$ cat config.mk
export PLATFORM = sky130hd
export DESIGN_NAME = calc_cmd_sequencer
export DESIGN_NICKNAME = d
export VERILOG_FILES = /design/src/rtl/calc_cmd_sequencer.sv
export SDC_FILE = /design/constraint.sdc
export NUM_CORES = 1
export LEC_CHECK = 0
export ABC_CLOCK_PERIOD_IN_PS = 2800
export CAP_MARGIN = 20
export CORE_MARGIN = 4
export CORE_UTILIZATION = 45
export DETAILED_ROUTE_END_ITERATION = 10
export DONT_BUFFER_PORTS = 1
export GPL_TIMING_DRIVEN = 1
export PLACE_DENSITY_LB_ADDON = 0.12
export SYNTH_ARGS = -nofsm -noshare
export SYNTH_HDL_FRONTEND = slang
export SYNTH_SLANG_ARGS = --single-unit
$ cat constraint.sdc
create_clock -name clk -period 2.8 [get_ports clk]
set_input_delay 0.42 -clock clk [delete_from_list [all_inputs] [get_ports clk]]
set_output_delay 0.42 -clock clk [all_outputs]
set_load 0.03 [all_outputs]
$ cat src/rtl/calc_cmd_sequencer.sv
// calc_cmd_sequencer
//   Command sequencer in front of the calculator ALU. Commands are buffered in a
//   small FIFO and issued one at a time: the opcode is driven for exactly one
//   clock edge, the ALU result/error is captured ALU_LAT edges later and handed
//   back as a response with a valid/ready handshake. After reset the
//   accumulator-clear opcode is issued once. A response with a nonzero error
//   code can optionally flush all queued work.
//
// Ports
//   clk, rst_n                      clock (rising edge), async active-low reset
//   cmd_valid/cmd_ready             command handshake (ready = FIFO not full, not INIT)
//   cmd_opcode, cmd_p, cmd_q        command payload
//   rsp_valid/rsp_ready             response handshake
//   rsp_opcode, rsp_result, rsp_error  completed command opcode, ALU result, ALU error
//   alu_opcode, alu_p, alu_q        drive to the ALU
//   alu_out, alu_err                ALU result and error code
//   busy                            FSM not idle or FIFO non-empty
//   fifo_count                      FIFO occupancy
//   err_sticky, clear_err           sticky error flag and its synchronous clear
//   drop_cnt                        saturating count of commands discarded by flush
module calc_cmd_sequencer #(
  parameter int         DEPTH        = 4,
  parameter int         ALU_LAT      = 1,
  parameter logic [3:0] HOLD_OP      = 4'b0000,
  parameter logic [3:0] RESET_OP     = 4'b1100,
  parameter bit         FLUSH_ON_ERR = 1'b1
) (
  input  logic                     clk,
  input  logic                     rst_n,
  input  logic                     cmd_valid,
  output logic                     cmd_ready,
  input  logic [3:0]               cmd_opcode,
  input  logic [31:0]              cmd_p,
  input  logic [31:0]              cmd_q,
  output logic                     rsp_valid,
  input  logic                     rsp_ready,
  output logic [3:0]               rsp_opcode,
  output logic [31:0]              rsp_result,
  output logic [1:0]               rsp_error,
  output logic [3:0]               alu_opcode,
  output logic [31:0]              alu_p,
  output logic [31:0]              alu_q,
  input  logic [31:0]              alu_out,
  input  logic [1:0]               alu_err,
  output logic                     busy,
  output logic [$clog2(DEPTH):0]   fifo_count,
  output logic                     err_sticky,
  input  logic                     clear_err,
  output logic [7:0]               drop_cnt
);

  localparam int AW  = $clog2(DEPTH);
  localparam int CW  = AW + 1;
  localparam int WCW = (ALU_LAT > 1) ? $clog2(ALU_LAT) : 1;
  localparam logic [WCW-1:0] WAIT_LAST = WCW'(ALU_LAT - 1);
  localparam logic [CW-1:0]  FULL      = CW'(DEPTH);

  typedef enum logic [2:0] {
    S_INIT = 3'd0,
    S_IDLE = 3'd1,
    S_EXEC = 3'd2,
    S_WAIT = 3'd3,
    S_RESP = 3'd4
  } state_t;

  state_t          state_q, state_d;
  logic            init_q, init_d;
  logic [WCW-1:0]  wcnt_q, wcnt_d;

  logic [3:0]      mem_op [DEPTH];
  logic [31:0]     mem_p  [DEPTH];
  logic [31:0]     mem_q  [DEPTH];
  logic [AW-1:0]   wr_ptr_q, wr_ptr_d;
  logic [AW-1:0]   rd_ptr_q, rd_ptr_d;
  logic [CW-1:0]   count_q, count_d;

  logic [3:0]      alu_op_q, alu_op_d;
  logic [31:0]     alu_p_q, alu_p_d;
  logic [31:0]     alu_q_q, alu_q_d;
  logic [3:0]      iss_op_q, iss_op_d;

  logic            rsp_valid_q, rsp_valid_d;
  logic [3:0]      rsp_op_q, rsp_op_d;
  logic [31:0]     rsp_res_q, rsp_res_d;
  logic [1:0]      rsp_err_q, rsp_err_d;
  logic            err_sticky_q, err_sticky_d;
  logic [7:0]      drop_q, drop_d;

  logic            push, pop, capture, flush;
  logic [8:0]      drop_sum;

  assign cmd_ready = (state_q != S_INIT) && (count_q < FULL);
  assign push      = cmd_valid && cmd_ready;
  assign pop       = (state_q == S_IDLE) && (count_q != '0);
  assign capture   = (state_q == S_WAIT) && (wcnt_q == WAIT_LAST);
  assign flush     = FLUSH_ON_ERR && capture && (alu_err != 2'b00);

  // FIFO storage carries no reset; occupancy is governed by the pointers.
  always_ff @(posedge clk) begin
    if (push) begin
      mem_op[wr_ptr_q] <= cmd_opcode;
      mem_p[wr_ptr_q]  <= cmd_p;
      mem_q[wr_ptr_q]  <= cmd_q;
    end
  end

  // State register
  always_ff @(posedge clk or negedge rst_n) begin
    if (!rst_n) begin
      state_q      <= S_INIT;
      init_q       <= 1'b0;
      wcnt_q       <= '0;
      wr_ptr_q     <= '0;
      rd_ptr_q     <= '0;
      count_q      <= '0;
      alu_op_q     <= HOLD_OP;
      alu_p_q      <= '0;
      alu_q_q      <= '0;
      iss_op_q     <= '0;
      rsp_valid_q  <= 1'b0;
      rsp_op_q     <= '0;
      rsp_res_q    <= '0;
      rsp_err_q    <= '0;
      err_sticky_q <= 1'b0;
      drop_q       <= '0;
    end else begin
      state_q      <= state_d;
      init_q       <= init_d;
      wcnt_q       <= wcnt_d;
      wr_ptr_q     <= wr_ptr_d;
      rd_ptr_q     <= rd_ptr_d;
      count_q      <= count_d;
      alu_op_q     <= alu_op_d;
      alu_p_q      <= alu_p_d;
      alu_q_q      <= alu_q_d;
      iss_op_q     <= iss_op_d;
      rsp_valid_q  <= rsp_valid_d;
      rsp_op_q     <= rsp_op_d;
      rsp_res_q    <= rsp_res_d;
      rsp_err_q    <= rsp_err_d;
      err_sticky_q <= err_sticky_d;
      drop_q       <= drop_d;
    end
  end

  // Next-state logic. INIT spends its first edge loading RESET_OP onto the
  // ALU bus and its second edge moving on, so the clear opcode is presented
  // for exactly one cycle and sampled by the ALU on the edge that leaves INIT.
  always_comb begin
    state_d = state_q;
    init_d  = init_q;
    wcnt_d  = wcnt_q;
    unique case (state_q)
      S_INIT: begin
        init_d = 1'b1;
        if (init_q) state_d = S_IDLE;
      end
      S_IDLE: if (count_q != '0) state_d = S_EXEC;
      S_EXEC: begin
        state_d = S_WAIT;
        wcnt_d  = '0;
      end
      S_WAIT: begin
        if (wcnt_q == WAIT_LAST) state_d = S_RESP;
        else                     wcnt_d  = wcnt_q + WCW'(1);
      end
      S_RESP: if (rsp_ready) state_d = S_IDLE;
      default: state_d = S_INIT;
    endcase
  end

  // Output / datapath next values
  always_comb begin
    alu_op_d     = HOLD_OP;
    alu_p_d      = alu_p_q;
    alu_q_d      = alu_q_q;
    iss_op_d     = iss_op_q;
    rsp_valid_d  = rsp_valid_q;
    rsp_op_d     = rsp_op_q;
    rsp_res_d    = rsp_res_q;
    rsp_err_d    = rsp_err_q;
    err_sticky_d = err_sticky_q;
    drop_d       = drop_q;
    wr_ptr_d     = wr_ptr_q;
    rd_ptr_d     = rd_ptr_q;
    count_d      = count_q + {{AW{1'b0}}, push} - {{AW{1'b0}}, pop};
    drop_sum     = {1'b0, drop_q} + 9'(count_q) + {8'd0, push};

    if (state_q == S_INIT && !init_q) alu_op_d = RESET_OP;

    if (push) wr_ptr_d = wr_ptr_q + AW'(1);

    // The popped entry goes straight onto the ALU bus; it is live during EXEC
    // and reverts to HOLD_OP on the following edge, operands held.
    if (pop) begin
      rd_ptr_d = rd_ptr_q + AW'(1);
      alu_op_d = mem_op[rd_ptr_q];
      alu_p_d  = mem_p[rd_ptr_q];
      alu_q_d  = mem_q[rd_ptr_q];
      iss_op_d = mem_op[rd_ptr_q];
    end

    if (capture) begin
      rsp_valid_d = 1'b1;
      rsp_op_d    = iss_op_q;
      rsp_res_d   = alu_out;
      rsp_err_d   = alu_err;
    end else if (rsp_valid_q && rsp_ready) begin
      rsp_valid_d = 1'b0;
    end

    if (capture && alu_err != 2'b00) err_sticky_d = 1'b1;
    else if (clear_err)              err_sticky_d = 1'b0;

    // Flush discards everything queued plus any push landing on the same
    // edge; no pop can coincide with a capture.
    if (flush) begin
      wr_ptr_d = '0;
      rd_ptr_d = '0;
      count_d  = '0;
      drop_d   = drop_sum[8] ? 8'hFF : drop_sum[7:0];
    end
  end

  assign rsp_valid  = rsp_valid_q;
  assign rsp_opcode = rsp_op_q;
  assign rsp_result = rsp_res_q;
  assign rsp_error  = rsp_err_q;
  assign alu_opcode = alu_op_q;
  assign alu_p      = alu_p_q;
  assign alu_q      = alu_q_q;
  assign busy       = (state_q != S_IDLE) || (count_q != '0);
  assign fifo_count = count_q;
  assign err_sticky = err_sticky_q;
  assign drop_cnt   = drop_q;

endmodule

# After elaboration in Yosys (flattened, before gate mapping)
# Memory sizes are Yosys's and may differ from the RTL's. A register that Yosys moved wholly into a read port is not among the register bits.
# Index checks and enable logic that the tools add are counted.
op_classes:
  eq_ne: 9
  order_cmp: 1
  bitwise_logic: 1
  reduce_logical: 21
  n_addsub: 7
  n_mux: 21
op_table:
  columns: ["op", "n"]
  rows:
  - ["$mux 3", 5]
  - ["$pmux 3 s5", 1]
  - ["$reduce_bool 2->1", 6]
  - ["$add 8x3->9", 1]
  - ["$add 9x1->9", 1]
  - ["$mux 2", 4]
  - ["$mux 4", 2]
  - ["$mux 8", 1]
  - ["$logic_and 1x1->1", 7]
  - ["$mux 1", 7]
  - ["$eq 3x2->1 const B", 2]
  - ["$ne 2x2->1 const B", 3]
  - ["$reduce_bool 3->1", 2]
  - ["$add 2x1->2 const B", 2]
  - ["$reduce_and 4->1", 1]
  - ["$add 3x1->3", 1]
  - ["$eq 3x1->1 const B", 1]
  - ["$eq 3x3->1 const B", 1]
  - ["$logic_not 1->1", 3]
  - ["$logic_not 3->1", 1]
  - ["$lt 3x3->1 const B", 1]
  - ["$ne 3x1->1 const B", 1]
  - ["$sub 3x1->3", 1]
  - ["$ne 2x1->1 const B", 1]
  - ["other kinds (4)", 4]
word_totals:
  ff_bits: 68
  word_cells: 77
  output_inout_bits: 121
  memories: 3
  ramBits: 272
  in_bits: 107
memory_table:
  columns: ["name", "words", "word_bits", "read_ports", "rd_ports_with_merged_regs", "wr", "line_no", "text"]
  rows:
  - ["mem_p", 4, 32, 1, 1, 1, "71", "logic [31:0] mem_p [DEPTH];"]
  - ["mem_q", 4, 32, 1, 1, 1, "72", "logic [31:0] mem_q [DEPTH];"]
  - ["mem_op", 4, 4, 1, 0, 1, "70", "logic [3:0] mem_op [DEPTH];"]

# Depth between registers and ports, before layout
# Gate-level depths: netlist (run 1).
logic_depth:
  word_depth: 6
  ltp_mapped: 13

# Worst setup path after synthesis (run 1)
# OpenSTA, ideal clock, no wires.
synth_path:
  path_type: "register -> register"
  startpoint: "reg count_q[2] (netlist: fifo_count[2])"
  endpoint: "mem mem_op[1][0], enable pin"
  synth_period_minus_slack_ns: 3.034
  setup_ns: 0.433
  required_time_ns: 2.367
  path_stages_with_launch: 3
  t_arrival_ns: 2.601
  setup_slack_ns: -0.234
  cell_sequence: "dfrtp_1 > nor3b_2 > and2_1"
synth_via:
  elab_chain_len: 5
synth_lines:
  columns: ["item", "line_no", "text"]
  rows:
  - ["from (decl)", "75", "logic [CW-1:0] count_q, count_d;"]
  - ["from (signal assigned)", "132", "count_q <= count_d;"]
  - ["$lt 3x3->1", "92", "assign cmd_ready = (state_q != S_INIT) && (count_q < FULL);"]
  - ["$logic_and 1x1->1", "92", null]
  - ["$logic_and 1x1->1", "93", "assign push = cmd_valid && cmd_ready;"]
  - ["$mux 1", "100", "if (push) begin"]
  - ["$mux 1 (implied by the code)", "101", "mem_op[wr_ptr_q] <= cmd_opcode;"]
  - ["to (decl)", "70", null]
# No other way between the ends.

# Worst setup path after layout (run 1)
layout_path:
  startpoint: "reg state_q[1]"
  endpoint: "reg drop_q[6] (netlist: drop_cnt[6])"
layout_via:
  elab_chain_len: 5
  word_cells_on_any_way: 8
layout_lines:
  columns: ["item", "line_no", "text"]
  rows:
  - ["from (decl)", "66", "state_t state_q, state_d;"]
  - ["from (signal assigned)", "127", "state_q <= state_d;"]
  - ["$reduce_bool 3->1", "92", null]
  - ["$logic_and 1x1->1", "92", null]
  - ["$logic_and 1x1->1", "93", null]
  - ["$add 9x1->9", "187", "drop_sum = {1'b0, drop_q} + 9'(count_q) + {8'd0, push};"]
  - ["$mux 8", "221", "drop_d = drop_sum[8] ? 8'hFF : drop_sum[7:0];"]
  - ["to (signal assigned)", "142", "drop_q <= drop_d;"]
  - ["to (decl)", "87", "logic [7:0] drop_q, drop_d;"]
# Parallel ways exist; a longest one is shown, timed or not.
# A chain may end at the register's enable or synchronous reset.

==> reports/results.ini, run 1 <==
[synth]
yosys.area.top_type=edfxtp_1
synth.distinct_cells=41
synth_top_flop_cell=edfxtp_1
synth_edf_count=272
yosysWarnings=0
netlist.area_leader.share_pct=54.2
synth_cells=711
netlist_top_cells_area=edfxtp_1 (54%), dfrtp_1 (22%), mux4_2 (10%)
yosysMostFrequentCell=edfxtp_1
synth_nets=829
avgSynthCellArea_um2=21.2
yosysSeqAreaShare_pct=75.9
synth.top_cells.by_count=edfxtp_1 (272), dfrtp_1 (131), mux2_2 (102)
ys_ff_latch=403
synthArstFlopShare_pct=32.5
syn-cell-area_mm2=0.0151

[place]
placed_cells=1147
dp_hpwl_um=17700
portBuffers=0
gp_congestion=0.772

[drt]
vias=6933
dr.pass1.iters=4
drc=0
via_per_inst=5.34
ant_nets=0
wirelength_um=29400
wl_per_cell_um=22.7
drt-initial-drc-count=257

[setup_path]
crit_path_max_fanout=3
max_stage_delay_ns=0.42
critPathKind=register to register
crit_path_end_kind=register
arrival_ns=2.96
start_kind=register
crit_path_top_delay_cell=fa_1
crit_chain=nor3_1 -> nor3b_2 -> inv_1 -> fa_1 -> fa_1 -> nor2b_1 -> o21ai_0 -> nor3_1 -> mux2_2
cp.required_ns=3.20

[clock_tree]
cts_num_sinks=403
ctsResizeCount=0
cts.path.max_buffers=3
htree_levels=2
root_buffer=clkbuf_16
cts_setup_buffers=0
cts_tree=yes
hold_buffers=70
clk_latency_ns=0.52
path_clk_slew_ns=0.06
cts_buffers=43

[timing]
worst_pin_slew_ns=0.634
hold_slack_ns=-0.402
rsz0062_at_grt=no
min_period_ns=2.56
fmax_mhz=390
skew_ns=0.0143
slew_headroom_pct=57.8
setup_tns_ns=0
final-setup-viol-count=0
final-max-slew-violation-count=0
finalCritPeriodShare_pct=91.6
hold_violations=131

[die]
fp.dieH_um=191
design.die.area_mm2=0.0365
coreArea_mm2=0.0328
placementRows=66
die_width_um=191
initial_core_util_pct=46.0
io_pins=228

[pwr]
p_leak_nw=6.37
irDropWorstVdd_mv=0.723
power_density_mw_per_mm2=1180

[grt]
overflow=0
grt_pass1_vias=7704
grt_max_degree=132
antenna_found_initial=4
grt_pass1_wl_um=45500
track_usage_pct=16.3

[status]
outcome=complete, but fails checks
violations=negative hold slack

[run]
maxCapViolations=0

[final_layout]
layout-drive-gt1-share_pct=31.9
fin_cells=1299
syn2layout_area_growth_pct=18.7
fin_nets=939
fillCellCount=2553

[worst_hold_path]
hold_class=primary input to asynchronous set/reset pin

power breakdown:
group	total, mW	switching (mW)	leakage, nW	internal (mW)
logic	4.85	2.21	1.65	2.64
clock network	5.66	2.16	0.707	3.50
registers	10.6	2.71	4.02	7.90
total	21.1	7.08	6.37	14.0
state kept, by name, summed over array words and instances, names as in the netlist:
register	flops
iss_op_q	4
mem_p	128
wr_ptr_q	2
rd_ptr_q	2
mem_op	16
mem_q	128
fifo_count	3
rsp_valid	1
rsp_error	2
alu_opcode	4
rsp_result	32
alu_q	32
init_q	1
state_q	3
err_sticky	1
drop_cnt	8
rsp_opcode	4
alu_p	32
final timing paths:
check,from,end,slack [ns],cells past startpoint
worst max-delay path,state_q[1],drop_cnt[6],0.24,9
worst min-delay path,rst_n,rsp_result[23],-0.40,0
worst max register to register,state_q[1],drop_cnt[6],0.24,9
worst min register to register,iss_op_q[0],iss_op_q[0],0.49,1
max in group asynchronous,rst_n,rd_ptr_q[0],3.01,0
min in group clk,alu_out[1],rsp_result[1],0.05,1
worst max-delay path, delay by kind of cell (launching register included):
kind / cells / cell delay (ns)
mux: 1 / 0.36
fa+ha+maj: 2 / 0.83
simple gates: 4 / 0.66
flops: 1 / 0.35
buf+inv: 1 / 0.10
compound gates: 1 / 0.13
layout by cell type (no fill, tap or decap), drive strengths merged, types with 2 or more instances in the layout:
| cell | n |
|---|---|
| a21o | 2 |
| a21oi | 2 |
| a31oi | 5 |
| and2 | 4 |
| buf | 27 |
| bufinv | 6 |
| clkbuf | 53 |
| clkinv | 18 |
| dfrtp | 131 |
| diode | 3 |
| dlygate4sd3 | 70 |
| edfxtp | 272 |
| fa | 3 |
| ha | 8 |
| inv | 12 |
| mux2 | 108 |
| mux2i | 2 |
| mux4 | 68 |
| nand2 | 5 |
| nand3 | 6 |
| nand3b | 2 |
| nor2 | 19 |
| nor2b | 4 |
| nor3 | 5 |
| o21ai | 2 |
| xnor2 | 2 |
| xor2 | 4 |
logic make-up after synthesis:
family                   count (synthesis)  share of synthesized area (%)
flip-flops                             403                           75.9
multiplexers                           178                           18.4
AO/OA/AOI/OAI                           17                          0.780
XOR/XNOR                                 6                          0.349
buffers and inverters                   44                           1.63
adder cells (fa/ha/maj)                 11                           1.06
AND/OR/NAND/NOR                         52                           1.92
layout make-up:
| type | count | area (µm²) | area share [%] |
|---|---|---|---|
| diodes | 3 | 7.51 | 0.0419 |
| flip-flops and latches | 403 | 11500 | 64.0 |
| multi-input cells | 264 | 3400 | 19.0 |
| well taps | 442 | 553 | 3.09 |
| repair buffers | 97 | 1010 | 5.65 |
| inverters | 12 | 45.0 | 0.252 |
| clock inverters | 25 | 268 | 1.50 |
| clock buffers | 53 | 1170 | 6.51 |
routing by layer:
layer / vias to the layer above / global-route usage (%) / share of wire, %
met1: 3625 / 19.6 / 39
met2: 230 / 28.3 / 51
met3: 43 / 5.61 / 8.8
met5: - / 0 / 0.044
li1: 3033 / - / -
met4: 2 / 3.92 / 1.8
through the flow:
step                worst slack [ns]  area [µm²]  power [mW]  util (%)
floorplan                     0.0742       15100        14.2         -
global placement               0.322       15700        15.4      48.0
detailed placement             0.260       15700        15.6      48.0
CTS                            0.230       17900        21.5      54.5
global route                  0.0131       17900        22.2      54.6
finish                         0.235       17900        21.1      54.6
No activity file was read; power rests on OpenSTA's default activity.
==> run 2, diff against run 1 <==
--- a/config.mk
+++ b/config.mk
@@ -8,7 +8,7 @@
 export ABC_CLOCK_PERIOD_IN_PS = 2800
 export CAP_MARGIN = 20
 export CORE_MARGIN = 4
-export CORE_UTILIZATION = 45
+export CORE_UTILIZATION = 57
 export DETAILED_ROUTE_END_ITERATION = 10
 export DONT_BUFFER_PORTS = 1
 export GPL_TIMING_DRIVEN = 1
==> reports/results.ini, run 2 (synthesized netlist as in run 1, its figures left out) <==
[status]
outcome=complete, but fails checks  ; unchanged
violations=negative hold slack  ; unchanged

[timing]
final-setup-viol-count=0  ; unchanged
finalCritPeriodShare_pct=94.5  ; was 91.6%
slew_headroom_pct=27.0  ; was 57.8%
min_period_ns=2.65  ; was 2.56 ns
rsz0062_at_grt=no  ; unchanged
layout_setup_ws_ns=0.153  ; was 0.235 ns
hold_violations=131  ; unchanged
skew_ns=0.0160  ; was 0.0143 ns
worst_pin_slew_ns=1.09  ; was 0.634 ns
final-max-slew-violation-count=0  ; unchanged
setup_tns_ns=0  ; unchanged
fmax_mhz=378  ; was 390 MHz
hold_slack_ns=-0.399  ; was -0.402 ns

[drt]
vias=6872  ; was 6933
dr_wl_met3_um=2410  ; was 2600 µm
dr.pass1.iters=4  ; unchanged
top_layer=met5  ; unchanged
met2WireLength_um=14300  ; was 14900 µm
drt-initial-drc-count=378  ; was 257
ant_nets=0  ; unchanged
wl_per_cell_um=23.3  ; was 22.7 µm
wl_met1_um=10300  ; was 11400 µm
drc=0  ; unchanged
via_per_inst=5.80  ; was 5.34
wirelength_um=27600  ; was 29400 µm

[final_layout]
fin_nets=934  ; was 939
fin_util_pct=67.2  ; was 54.6%
fillCellCount=1662  ; was 2553
reg_top3=mem_p: 128 flops, mem_q: 128 flops  ; unchanged
layout-drive-gt1-share_pct=30.7  ; was 31.9%
multi_input_area_mm2=0.00340  ; unchanged
layout_commonest_cell=edfxtp_1  ; unchanged
final_cell_mix=edfxtp_1 (272), dfrtp_1 (129), mux2_2 (102)  ; unchanged
syn2layout_area_growth_pct=16.2  ; was 18.7%
seqCellArea_mm2=0.0115  ; unchanged

[clock_tree]
ctsResizeCount=0  ; unchanged
cts_num_sinks=403  ; unchanged
cts_tree=yes  ; unchanged
cts_buffers=41  ; was 43
clk_latency_ns=0.52  ; about the same
cts.path.max_buffers=3  ; unchanged
root_buffer=clkbuf_16  ; unchanged
cts_setup_buffers=0  ; unchanged
hold_buffers=70  ; unchanged
path_clk_slew_ns=0.06  ; about the same
htree_levels=2  ; unchanged

[pwr]
switchingPower_mw=6.94  ; was 7.08 mW
power_density_mw_per_mm2=1160  ; was 1180 mW/mm²
clkPwrFrac_pct=24.6  ; was 26.8%
switching_share_pct=34.2  ; was 33.5%
power_mw=20.3  ; was 21.1 mW
p_seq_share_pct=52.0  ; was 50.3%
p_leak_nw=6.24  ; was 6.37 nW
p_int_mw=13.4  ; was 14.0 mW
combPwrFrac_pct=23.4  ; was 22.9%
irDropWorstVdd_mv=0.859  ; was 0.723 mV

[grt]
antenna_found_initial=2  ; was 4
overflow=0  ; unchanged
grt_pass1_vias=7530  ; was 7704
track_usage_pct=19.1  ; was 16.3%
grt_pass1_wl_um=42800  ; was 45500 µm
grt_max_degree=132  ; unchanged

[die]
io_pins=228  ; unchanged
fp.dieH_um=171  ; was 191 µm
initial_core_util_pct=57.9  ; was 46.0%
design.die.area_mm2=0.0291  ; was 0.0365 mm²
die_width_um=171  ; was 191 µm
placementRows=59  ; was 66
coreArea_mm2=0.0261  ; was 0.0328 mm²

[setup_path]
reg2regPathDepth=9  ; unchanged
crit_cells=9  ; unchanged
critPathTopFamily=adder cells  ; unchanged
arrival_ns=3.04  ; was 2.96 ns
r2r-start=state_q[0]  ; was state_q[1]
crit_path_end_kind=register  ; unchanged
crit_chain=nor3_1 -> nor3b_2 -> inv_1 -> fa_1 -> fa_1 -> nor2b_1 -> o21ai_0 -> nor3_1 -> mux2_2  ; unchanged
crit_path_top_delay_cell=fa_1  ; unchanged
max_stage_delay_ns=0.43  ; was 0.42 ns
rrSetupSlack_ns=0.15  ; was 0.24 ns
critPathKind=register to register  ; unchanged
cp.required_ns=3.19  ; was 3.20 ns
start_kind=register  ; unchanged
path_buf_inv=1  ; unchanged
crit_path_max_fanout=3  ; unchanged
timing.rr.end=drop_cnt[6]  ; unchanged

[place]
portBuffers=0  ; unchanged
gp_congestion=0.755  ; was 0.772
place_ws_ns=0.218  ; was 0.260 ns
dp_hpwl_um=16500  ; was 17700 µm

[worst_hold_path]
hold_class=primary input to asynchronous set/reset pin  ; unchanged

[run]
maxCapViolations=0  ; unchanged

## run 2: final cells by class
cell class | instances | share of cell area [%]
sequential | 403 | 65.4
multi-input combinational | 264 | 19.4
clock buffer | 55 | 6.34
timing repair buffer | 94 | 5.46
tap | 335 | 2.39
clock inverter | 20 | 0.750
inverter | 12 | 0.257
antenna | 1 | 0.0143
## run 2: worst max-delay path by stage
stage,from,end,slack [ns]
after global routing,state_q[0],drop_cnt[6],0.08
final,state_q[0],drop_cnt[6],0.15
after detailed placement,state_q[0],drop_cnt[6],0.22
after CTS,state_q[0],drop_cnt[6],0.17
after floorplan,fifo_count[2],fifo_count[2],0.07
after global placement,fifo_count[2],drop_cnt[6],0.35
## run 2: routing by layer
metal  GRT usage (%)  up-vias
met5               0        -
met4            5.03        2
met3            5.71       51
met2            32.5      238
met1            24.2     3565
li1                -     3016
## run 2: stage by stage
stage | area [µm²] | cells
detailed placement | 15600 | 1038
floorplan | 15100 | 711
finish | 17500 | 1184
global placement | 15600 | 1038
CTS | 17500 | 1183
global route | 17500 | 1184
## run 2: power groups by stage
stage          sequential, mW  clock, mW  combinational [mW]
2_1_floorplan            10.3          0                3.86
3_3_place_gp             10.7          0                4.53
3_5_place_dp             10.7          0                4.71
4_1_cts                  10.6       5.10                4.85
5_1_grt                  10.8       5.39                5.20
6_report                 10.6       4.99                4.74
==> run 3, diff against run 2 <==
--- a/config.mk
+++ b/config.mk
@@ -12,7 +12,7 @@
 export DETAILED_ROUTE_END_ITERATION = 10
 export DONT_BUFFER_PORTS = 1
 export GPL_TIMING_DRIVEN = 1
-export PLACE_DENSITY_LB_ADDON = 0.12
+export PLACE_DENSITY = 0.75
 export SYNTH_ARGS = -nofsm -noshare
 export SYNTH_HDL_FRONTEND = slang
 export SYNTH_SLANG_ARGS = --single-unit
==> reports/results.ini, run 3 (synthesized netlist as in run 1, its figures left out) <==
[die]
design.die.area_mm2=0.0291  ; unchanged
coreArea_mm2=0.0261  ; unchanged
placementRows=59  ; unchanged
fp.dieH_um=171  ; unchanged
die_width_um=171  ; unchanged
initial_core_util_pct=57.9  ; unchanged
io_pins=228  ; unchanged

[timing]
final-max-slew-violation-count=0  ; unchanged
finalCritPeriodShare_pct=92.7  ; was 94.5%
final-setup-viol-count=0  ; unchanged
hold_violations=131  ; unchanged
fmax_mhz=385  ; was 378 MHz
skew_ns=0.0211  ; was 0.0160 ns
min_period_ns=2.60  ; was 2.65 ns
setup_tns_ns=0  ; unchanged
hold_slack_ns=-0.400  ; was -0.399 ns
slew_headroom_pct=29.5  ; was 27.0%
rsz0062_at_grt=no  ; unchanged
worst_pin_slew_ns=1.06  ; was 1.09 ns
layout_setup_ws_ns=0.204  ; was 0.153 ns

[drt]
via_per_inst=5.89  ; was 5.80
drc=0  ; unchanged
wl_per_cell_um=23.7  ; was 23.3 µm
wirelength_um=28000  ; was 27600 µm
ant_nets=0  ; unchanged
vias=6955  ; was 6872
drt-initial-drc-count=397  ; was 378
dr.pass1.iters=4  ; unchanged

[final_layout]
fin_util_pct=67.3  ; was 67.2%
fin_nets=933  ; was 934
reg_top3=mem_p: 128 flops, mem_q: 128 flops  ; unchanged
stdcell_area_mm2=0.0175  ; about the same
final_cell_mix=edfxtp_1 (272), dfrtp_1 (129), mux2_2 (102)  ; unchanged
layout-drive-gt1-share_pct=31.1  ; was 30.7%
fin_cells=1181  ; was 1184
syn2layout_area_growth_pct=16.4  ; was 16.2%
layout_commonest_cell=edfxtp_1  ; unchanged

[pwr]
p_leak_nw=6.26  ; was 6.24 nW
irDropWorstVdd_mv=0.989  ; was 0.859 mV
power_density_mw_per_mm2=1170  ; was 1160 mW/mm²
power_mw=20.4  ; was 20.3 mW

[grt]
overflow=0  ; unchanged
grt_pass1_vias=7668  ; was 7530
antenna_found_initial=1  ; was 2
track_usage_pct=19.3  ; was 19.1%
grt_max_degree=132  ; unchanged
grt_pass1_wl_um=43300  ; was 42800 µm

[setup_path]
crit_path_end_kind=register  ; unchanged
r2r-start=state_q[1]  ; was state_q[0]
critPathKind=register to register  ; unchanged
crit_path_top_delay_cell=fa_1  ; unchanged
cp.required_ns=3.19  ; about the same
path_buf_inv=1  ; unchanged
crit_path_max_fanout=3  ; unchanged
start_kind=register  ; unchanged
critPathTopFamily=adder cells  ; unchanged
startpoint=state_q[1]  ; was state_q[0]
arrival_ns=2.99  ; was 3.04 ns
crit_chain=nor3_1 -> nor3b_2 -> inv_1 -> fa_1 -> fa_1 -> nor2b_1 -> o21ai_0 -> nor3_1 -> mux2_2  ; unchanged
max_stage_delay_ns=0.42  ; was 0.43 ns

[clock_tree]
htree_levels=2  ; unchanged
hold_buffers=69  ; was 70
root_buffer=clkbuf_16  ; unchanged
cts_setup_buffers=0  ; unchanged
ctsResizeCount=0  ; unchanged
clk_latency_ns=0.52  ; about the same
cts_buffers=40  ; was 41
path_clk_slew_ns=0.06  ; about the same
cts_num_sinks=403  ; unchanged
cts_tree=yes  ; unchanged
cts.path.max_buffers=3  ; unchanged

[place]
portBuffers=0  ; unchanged
gp_congestion=0.847  ; was 0.755
place_ws_ns=0.270  ; was 0.218 ns
dp_hpwl_um=16700  ; was 16500 µm
postPlaceCellArea_mm2=0.0156  ; about the same
placed_cells=1039  ; was 1038

[status]
violations=negative hold slack  ; unchanged
outcome=complete, but fails checks  ; unchanged

[run]
maxCapViolations=0  ; unchanged

[worst_hold_path]
hold_class=primary input to asynchronous set/reset pin  ; unchanged

run 3: changes by cell type in the layout (fill, tap and decap cells not counted), sizes merged:
cell         previous run  this run
bufinv                  1         2
buf                    24        25
inv                    12        14
clkinvlp                1         0
dlygate4sd3            70        69
clkinv                 18         7
clkbuf                 55        61
run 3: path summary, 6_finish.rpt:
check,depth (start not counted),to,slack (ns)
setup / recovery,9,drop_cnt[6],0.20
max in group asynchronous,0,alu_p[12],3.02
min in group clk,1,err_sticky,0.05
hold / removal,0,rsp_result[21],-0.40
setup reg to reg,9,drop_cnt[6],0.20
hold reg to reg,1,iss_op_q[0],0.48
run 3: routing by layer:
metal	up-vias	GRT usage (%)	wire, µm
met3	49	6.56	2660
met2	283	33.6	14500
met4	0	5.52	607
met5	-	0	0
li1	3010	-	-
met1	3613	23.2	10200
run 3: area by class of cell:
class                           instances  area [µm²]
Multi-Input combinational cell        264        3400
Sequential cell                       403       11500
Fill cell                            1629        8510
Tap cell                              335         419
Clock buffer                           61        1150
Timing Repair Buffer                   94         953
Clock inverter                         11         125
Antenna cell                            1        2.50
Inverter                               12        45.0
run 3: worst register-to-register path, cell delays in order, from the launching register on:
cell	delay, ns
dfrtp_1	0.39
nor3_1	0.11
nor3b_2	0.19
inv_1	0.11
fa_1	0.41
fa_1	0.42
nor2b_1	0.20
o21ai_0	0.13
nor3_1	0.17
mux2_2	0.35
run 3: where the power goes:
part / switching, mW / total [mW] / internal [mW]
registers: 2.68 / 10.6 / 7.90
clock network: 2.05 / 5.08 / 3.03
logic: 2.19 / 4.78 / 2.59
total: 6.93 / 20.4 / 13.5
